--- src/rtl/mem_bus_arbiter.sv ---
`default_nettype none
// ============================================================================
// Module      : mem_bus_arbiter
// Description : Shares one memory/bridge port between instruction fetch (IFU)
//               and load/store (LSU). One transaction outstanding at a time,
//               LSU priority with a streak limit so fetch cannot starve, and
//               fetch flush that drops a stale response without aborting the
//               bus beat.
// Revision    : 1.0 - initial release
// ============================================================================
module mem_bus_arbiter #(
    parameter int AW            = 32,
    parameter int DW            = 64,
    parameter int LS_MAX_STREAK = 4
) (
    input  logic            i_clk,
    input  logic            i_rst,
    // instruction fetch side
    input  logic            i_if_req,
    input  logic [AW-1:0]   i_if_addr,
    input  logic            i_if_flush,
    output logic            o_if_gnt,
    output logic            o_if_rvalid,
    output logic [DW-1:0]   o_if_rdata,
    // load/store side
    input  logic            i_ls_req,
    input  logic            i_ls_wen,
    input  logic [AW-1:0]   i_ls_addr,
    input  logic [DW-1:0]   i_ls_wdata,
    input  logic [DW/8-1:0] i_ls_wstrb,
    output logic            o_ls_gnt,
    output logic            o_ls_rvalid,
    output logic [DW-1:0]   o_ls_rdata,
    // downstream bridge side
    output logic            o_mem_req,
    output logic            o_mem_wen,
    output logic [AW-1:0]   o_mem_addr,
    output logic [DW-1:0]   o_mem_wdata,
    output logic [DW/8-1:0] o_mem_wstrb,
    input  logic            i_mem_gnt,
    input  logic            i_mem_rvalid,
    input  logic [DW-1:0]   i_mem_rdata
);

    localparam int         SW           = DW / 8;
    localparam logic [1:0] ST_IDLE      = 2'd0;
    localparam logic [1:0] ST_REQ       = 2'd1;
    localparam logic [1:0] ST_RESP      = 2'd2;
    localparam logic       OWN_IF       = 1'b0;
    localparam logic       OWN_LS       = 1'b1;
    localparam logic [3:0] C_STREAK_MAX = 4'(LS_MAX_STREAK);

    logic [1:0]    r_state;
    logic [1:0]    w_next_state;
    logic          r_owner;
    logic [3:0]    r_streak;
    logic          r_discard;
    logic          r_wen;
    logic [AW-1:0] r_addr;
    logic [DW-1:0] r_wdata;
    logic [SW-1:0] r_wstrb;
    logic          w_resp;

    // State register
    always_ff @(posedge i_clk) begin
        if (i_rst) begin
            r_state <= ST_IDLE;
        end else begin
            r_state <= w_next_state;
        end
    end

    // Next-state: arbitrate in IDLE, wait for bridge accept, wait for response
    always_comb begin
        w_next_state = r_state;
        unique case (r_state)
            ST_IDLE: if (i_if_req || i_ls_req) w_next_state = ST_REQ;
            ST_REQ:  if (i_mem_gnt)            w_next_state = ST_RESP;
            ST_RESP: if (i_mem_rvalid)         w_next_state = ST_IDLE;
            default:                           w_next_state = ST_IDLE;
        endcase
    end

    // Outputs: grants from arbitration, bus payload from registers, responses routed to owner
    always_comb begin
        o_if_gnt    = 1'b0;
        o_ls_gnt    = 1'b0;
        if (r_state == ST_IDLE && !i_rst) begin
            // LSU wins unless the IFU has already waited out a full LSU streak
            if (i_ls_req && !(i_if_req && r_streak == C_STREAK_MAX)) begin
                o_ls_gnt = 1'b1;
            end else if (i_if_req) begin
                o_if_gnt = 1'b1;
            end
        end
        o_mem_req   = (r_state == ST_REQ) && !i_rst;
        o_mem_wen   = r_wen;
        o_mem_addr  = r_addr;
        o_mem_wdata = r_wdata;
        o_mem_wstrb = r_wstrb;
        w_resp      = (r_state == ST_RESP) && i_mem_rvalid && !i_rst;
        // a flush in the response cycle itself also suppresses the fetch data
        o_if_rvalid = w_resp && (r_owner == OWN_IF) && !r_discard && !i_if_flush;
        o_ls_rvalid = w_resp && (r_owner == OWN_LS);
        o_if_rdata  = o_if_rvalid ? i_mem_rdata : '0;
        o_ls_rdata  = o_ls_rvalid ? i_mem_rdata : '0;
    end

    // Capture the winner's payload and owner on grant
    always_ff @(posedge i_clk) begin
        if (i_rst) begin
            r_owner <= OWN_IF;
            r_wen   <= 1'b0;
            r_addr  <= '0;
            r_wdata <= '0;
            r_wstrb <= '0;
        end else if (o_ls_gnt) begin
            r_owner <= OWN_LS;
            r_wen   <= i_ls_wen;
            r_addr  <= i_ls_addr;
            r_wdata <= i_ls_wdata;
            r_wstrb <= i_ls_wstrb;
        end else if (o_if_gnt) begin
            r_owner <= OWN_IF;
            r_wen   <= 1'b0;
            r_addr  <= i_if_addr;
            r_wdata <= '0;
            r_wstrb <= '1;
        end
    end

    // Streak of LSU grants taken while the IFU was waiting
    always_ff @(posedge i_clk) begin
        if (i_rst) begin
            r_streak <= '0;
        end else if (o_if_gnt) begin
            r_streak <= '0;
        end else if (o_ls_gnt && i_if_req) begin
            r_streak <= r_streak + 4'd1;
        end else if (r_state == ST_IDLE && !i_if_req) begin
            r_streak <= '0;
        end
    end

    // Discard flag: a redirect during an IFU transaction drops its response
    always_ff @(posedge i_clk) begin
        if (i_rst) begin
            r_discard <= 1'b0;
        end else if (r_state == ST_IDLE || w_next_state == ST_IDLE) begin
            r_discard <= 1'b0;
        end else if (r_owner == OWN_IF && i_if_flush) begin
            r_discard <= 1'b1;
        end
    end

endmodule
`default_nettype wire

--- config.mk ---
export PLATFORM = sky130hd
export DESIGN_NAME = mem_bus_arbiter
export DESIGN_NICKNAME = d
export VERILOG_FILES = /design/src/rtl/mem_bus_arbiter.sv
export SDC_FILE = /design/constraint.sdc
export NUM_CORES = 1
export LEC_CHECK = 0
export ABC_AREA = 1
export BUFFER_PORTS_ARGS = -buffer_cell sky130_fd_sc_hd__buf_2
export CAP_MARGIN = 25
export CORE_AREA = 2 2 174 176
export DETAILED_ROUTE_END_ITERATION = 7
export DIE_AREA = 0 0 176 178
export PLACE_DENSITY = 0.41
export SLEW_MARGIN = 5
export SYNTH_ARGS = -nofsm -noshare
export SYNTH_HDL_FRONTEND = slang
export SYNTH_SLANG_ARGS = --single-unit
export TNS_END_PERCENT = 20
--- constraint.sdc ---
create_clock -name i_clk -period 2.25 [get_ports i_clk]
set_input_delay 0.5625 -clock i_clk [delete_from_list [all_inputs] [get_ports i_clk]]
set_output_delay 0.5625 -clock i_clk [all_outputs]
set_load 0.01 [all_outputs]
### Yosys cells after proc, flatten, opt, wreduce, memory -nomap -nowiden

Cells that the tools add are included.
Widths: inputs -> output; s select.

| storage, ports and cells | value |
|---|---|
| register bits | 113 |
| input bits | 208 |
| word-level logic and storage cells | 61 |

| operators by class | value |
|---|---|
| add/sub/neg operators | 1 |
| equality and inequality tests | 3 |
| multiplexer cells | 22 |
| bitwise operators | 1 |
| reductions and logical operators | 26 |

Operators with widths:

| cell | count |
|---|---|
| $mux 64 | 4 |
| $mux 32 | 2 |
| $mux 8 | 2 |
| $logic_and 1x1->1 | 13 |
| $mux 1 | 8 |
| $mux 4 | 2 |
| $mux 2 | 3 |
| $pmux 2 s3 | 1 |
| $logic_not 1->1 | 5 |
| $add 4x1->4 const B | 1 |
| $eq 4x3->1 const B | 1 |
| $logic_not 2->1 | 2 |
| $reduce_bool 2->1 | 2 |
| $reduce_or 2->1 | 2 |
| $eq 2x1->1 const B | 1 |
| $eq 2x2->1 const B | 1 |
| $logic_or 1x1->1 | 2 |
| $not 1->1 | 1 |

### Longest topological paths before layout

| depth | value |
|---|---|
| depth after elaboration | 8 |
| gate-level depth with buffers | 11 |
| gate-level depth less buffers | 9 |

### Worst setup path before layout

OpenSTA, ideal clock, no wires.

| timing path | value |
|---|---|
| path type | input to output |
| start | input port i_rst |
| end | output port o_if_rdata[54] |
| data arrival time | 1396 ps |
| setup slack | 292 ps |
| cell stages on the path | 6 |
| path through | inv_2 -> buf_2 -> nand4_1 -> buf_2 -> buf_2 -> nor2_1 |

| on the way | value |
|---|---|
| word-level cells in the longest chain between the ends | 6 |

RTL lines:

| what | RTL line | source |
|---|---|---|
| start, declared | 17 | `input logic i_rst,` |
| $logic_not 1->1 | 101 | `w_resp = (r_state == ST_RESP) && i_mem_rvalid && !i_rst;` |
| $logic_and 1x1->1 | 101 |  |
| $logic_and 1x1->1 (3 in series) | 103 | `o_if_rvalid = w_resp && (r_owner == OWN_IF) && !r_discard && !i_if_flush;` |
| $mux 64 | 105 | `o_if_rdata = o_if_rvalid ? i_mem_rdata : '0;` |
| end, declared | 24 | `output logic [DW-1:0] o_if_rdata,` |

No other way between the ends.

### Worst setup path in the final report

| timing path | value |
|---|---|
| start | register r_state[1] |
| end | output port o_ls_rdata[63] |

| on the way | value |
|---|---|
| word-level cells in the longest chain between the ends | 5 |

RTL lines:

| what | RTL line | source |
|---|---|---|
| start, declared | 53 | `logic [1:0] r_state;` |
| start signal, assigned | 69 | `r_state <= w_next_state;` |
| $eq 2x2->1 | 101 |  |
| $logic_and 1x1->1 (2 in series) | 101 |  |
| $logic_and 1x1->1 | 104 | `o_ls_rvalid = w_resp && (r_owner == OWN_LS);` |
| $mux 64 | 106 | `o_ls_rdata = o_ls_rvalid ? i_mem_rdata : '0;` |
| end, declared | 33 | `output logic [DW-1:0] o_ls_rdata,` |

No other way between the ends.

==> results.cfg <==
[clocking]
clk_latency_ps = 410
numCtsBuffers = 17
clock_tree.root_cell = clkbuf_16
h-tree-depth = 4
path_clk_slew_ps = 60
cts.sinks = 113
cts_tree = yes
clockBufferDepth = 2

[timing]
skew_ps = 12.2
rsz0062_at_grt = true
slew_headroom = 0.618
max_clock_freq_mhz = 458
period_needed_ps = 2180
hold_viol = 0
slew_viol_final = 0
whs_ps = 334
setup_viol = 0
worstMarginPinSlew_ps = 572
period_share = 0.971

[finish]
fin_nets = 1432
n_fill_cell = 3343
area_growth_pct = 69.6
postLayoutCoreUtil = 0.295
drive_gt1_frac = 0.447

[yosys]
synth_top_cell_area_share = 0.442
yosysTopAreaCell = dfxtp_1
postSynthAreaPerCell_um2 = 6.57
synth.distinct_cells = 23
synth_ff_type = dfxtp_1
synth.area.top_cells = dfxtp_1 (44%), nand2_1 (13%), nor2_1 (11%)
async_flop_share = 0
seq_area_frac_synth = 0.442
synthTopCellsByCount = nand2_1 (177), nor2_1 (150), dfxtp_1 (113)
synth-seq-cells = 113
syn_area_um2 = 5110
netlist_instances = 778
post-synth-top-count-cell = nand2_1
synth_edf_count = 0
yosys_warnings = 0
syn_nets = 988

[detailed_routing]
drtAntennaViolNets = 0
num_vias = 6583
drc = 0
initialDrtViolationCount = 263
vias_per_cell = 4.05
wl_per_cell_um = 15.9
dr.pass1.iters = 4
wirelength_mm = 25.8

[power_and_ir_drop]
p_per_area_nw_per_um2 = 720
p_total_w = 0.00625
ir_drop_uv = 457
cellLeakagePower_nw = 4.86
p_int_w = 0.00447
combPwrFrac = 0.170
pwr-share-clk = 0.469
switchingPower_w = 0.00178
power_frac_seq = 0.361
p_sw_frac = 0.284

[floorplan]
io_pins = 446
die-height_um = 178
num_rows = 63
core-area_um2 = 29400
die_width_um = 176
start_util = 0.174
die-area_um2 = 31300

[critical_path]
crit_arrival_ps = 1620
start_kind = flip-flop
cp_max_fo = 8
cp.required_ps = 1690
cpPeakStageDelay_ps = 360
crit_type = reg2out
crit_top_cell = buf_6
path_cells = nand2_2, inv_2, nand3_2, nor2_4, inv_6, buf_4, nor2_2, buf_6, buf_6
endpoint_kind = output port
cpMaxStageDelayCell = dfxtp_2

[hold_path]
hold_path.class = in2reg

[global_route]
overflow = 0
grt_max_degree = 70
track_usage = 0.156
antenna_found_initial = 5
grt_pass1_vias = 6180
grt_pass1_wl_mm = 36.4

[placed_design]
gp_congestion = 0.864
hpwl_mm = 19.9
io_buffers = 445

[run_status]
status = completed

[job]
maxCapViolCount = 0
cell families after synthesis:
logic type | count (synthesis) | share of synthesized area
AOI/OAI and AO/OA | 156 | 0.154
xor gates and xnor gates | 1 | 0.00171
adders and majority gates | 2 | 0.00489
buffers and inverters | 139 | 0.115
DFF | 113 | 0.442
and+or+nand+nor | 367 | 0.283
critical path: cells and delay by family (launching register included):
| family | cells | cell delay, ps |
|---|---|---|
| buffers and inverters | 5 | 500 |
| and+or+nand+nor | 4 | 370 |
| DFF | 1 | 360 |
cell type report:
type / instances / area (um^2) / area share
multi-input cells: 526 / 2360 / 0.272
repair buffers: 478 / 2590 / 0.299
diodes: 1 / 2.50 / 0.000289
inverters: 86 / 328 / 0.0378
clock buffers: 18 / 429 / 0.0495
clock inverters: 14 / 204 / 0.0235
flip-flops and latches: 113 / 2270 / 0.262
well taps: 390 / 488 / 0.0563
path summary, 6_finish.rpt:
kind	start	slack (ps)	endpoint	cells after the start
worst max-delay path	r_state[1]	70	o_ls_rdata[63]	9
worst min-delay path	i_ls_wdata[56]	330	o_mem_wdata[56]	3
worst max register to register	r_streak[0]	310	o_mem_wdata[19]	12
worst min register to register	o_mem_wdata[37]	460	o_mem_wdata[37]	2
cells in the final DEF, fill, tap and decap left out, types with 17 or more instances in the layout:
master,synthesis,final
nand3_1,32,31
clkbuf_16,0,17
inv_1,80,80
nor2_1,150,127
nor2_2,0,19
buf_4,3,22
o21ai_0,68,68
nand2_1,177,175
a21oi_1,81,81
dfxtp_1,113,109
buf_2,30,441
registers in the layout, summed over array words and instances (netlist names):
signal       count
o_mem_addr      32
o_mem_wdata     64
o_mem_wen        1
o_mem_wstrb      8
r_discard        1
r_owner          1
r_state          2
r_streak         4
through the flow:
step | instance area (um^2) | setup WS (ps) | cells | setup TNS [ps]
global placement | 7830 | -265 | 1585 | -582
detailed placement | 7830 | -236 | 1585 | -486
global route | 8670 | -53.4 | 1626 | -728
finish | 8670 | 65.1 | 1626 | 0
floorplan | 5110 | 292 | 778 | 0
CTS | 8570 | -11.6 | 1622 | -23.0
per-layer routing:
layer / track usage / up-vias / share of wire
li1: - / 3308 / -
met3: 0.0514 / 40 / 0.076
met2: 0.290 / 268 / 0.51
met5: 0 / - / 0.0019
met4: 0.0616 / 8 / 0.029
met1: 0.161 / 2959 / 0.38
power by group through the flow:
stage | registers (W) | clock network (W) | logic [W]
6_report | 0.00226 | 0.00293 | 0.00106
5_1_grt | 0.00228 | 0.00313 | 0.00118
4_1_cts | 0.00226 | 0.00303 | 0.00108
3_5_place_dp | 0.00230 | 0 | 0.00106
3_3_place_gp | 0.00230 | 0 | 0.00107
2_1_floorplan | 0.00238 | 0 | 0.000415
timing repair:
item / 4_1_cts / 5_1_grt
setup endpoints to repair: 66 / 118
hold buffers: 0 / 0
pin swaps: 3 / 4
buffers inserted: 5 / 3
gates resized for setup: 20 / 26
(Power assumes the default switching activity.)
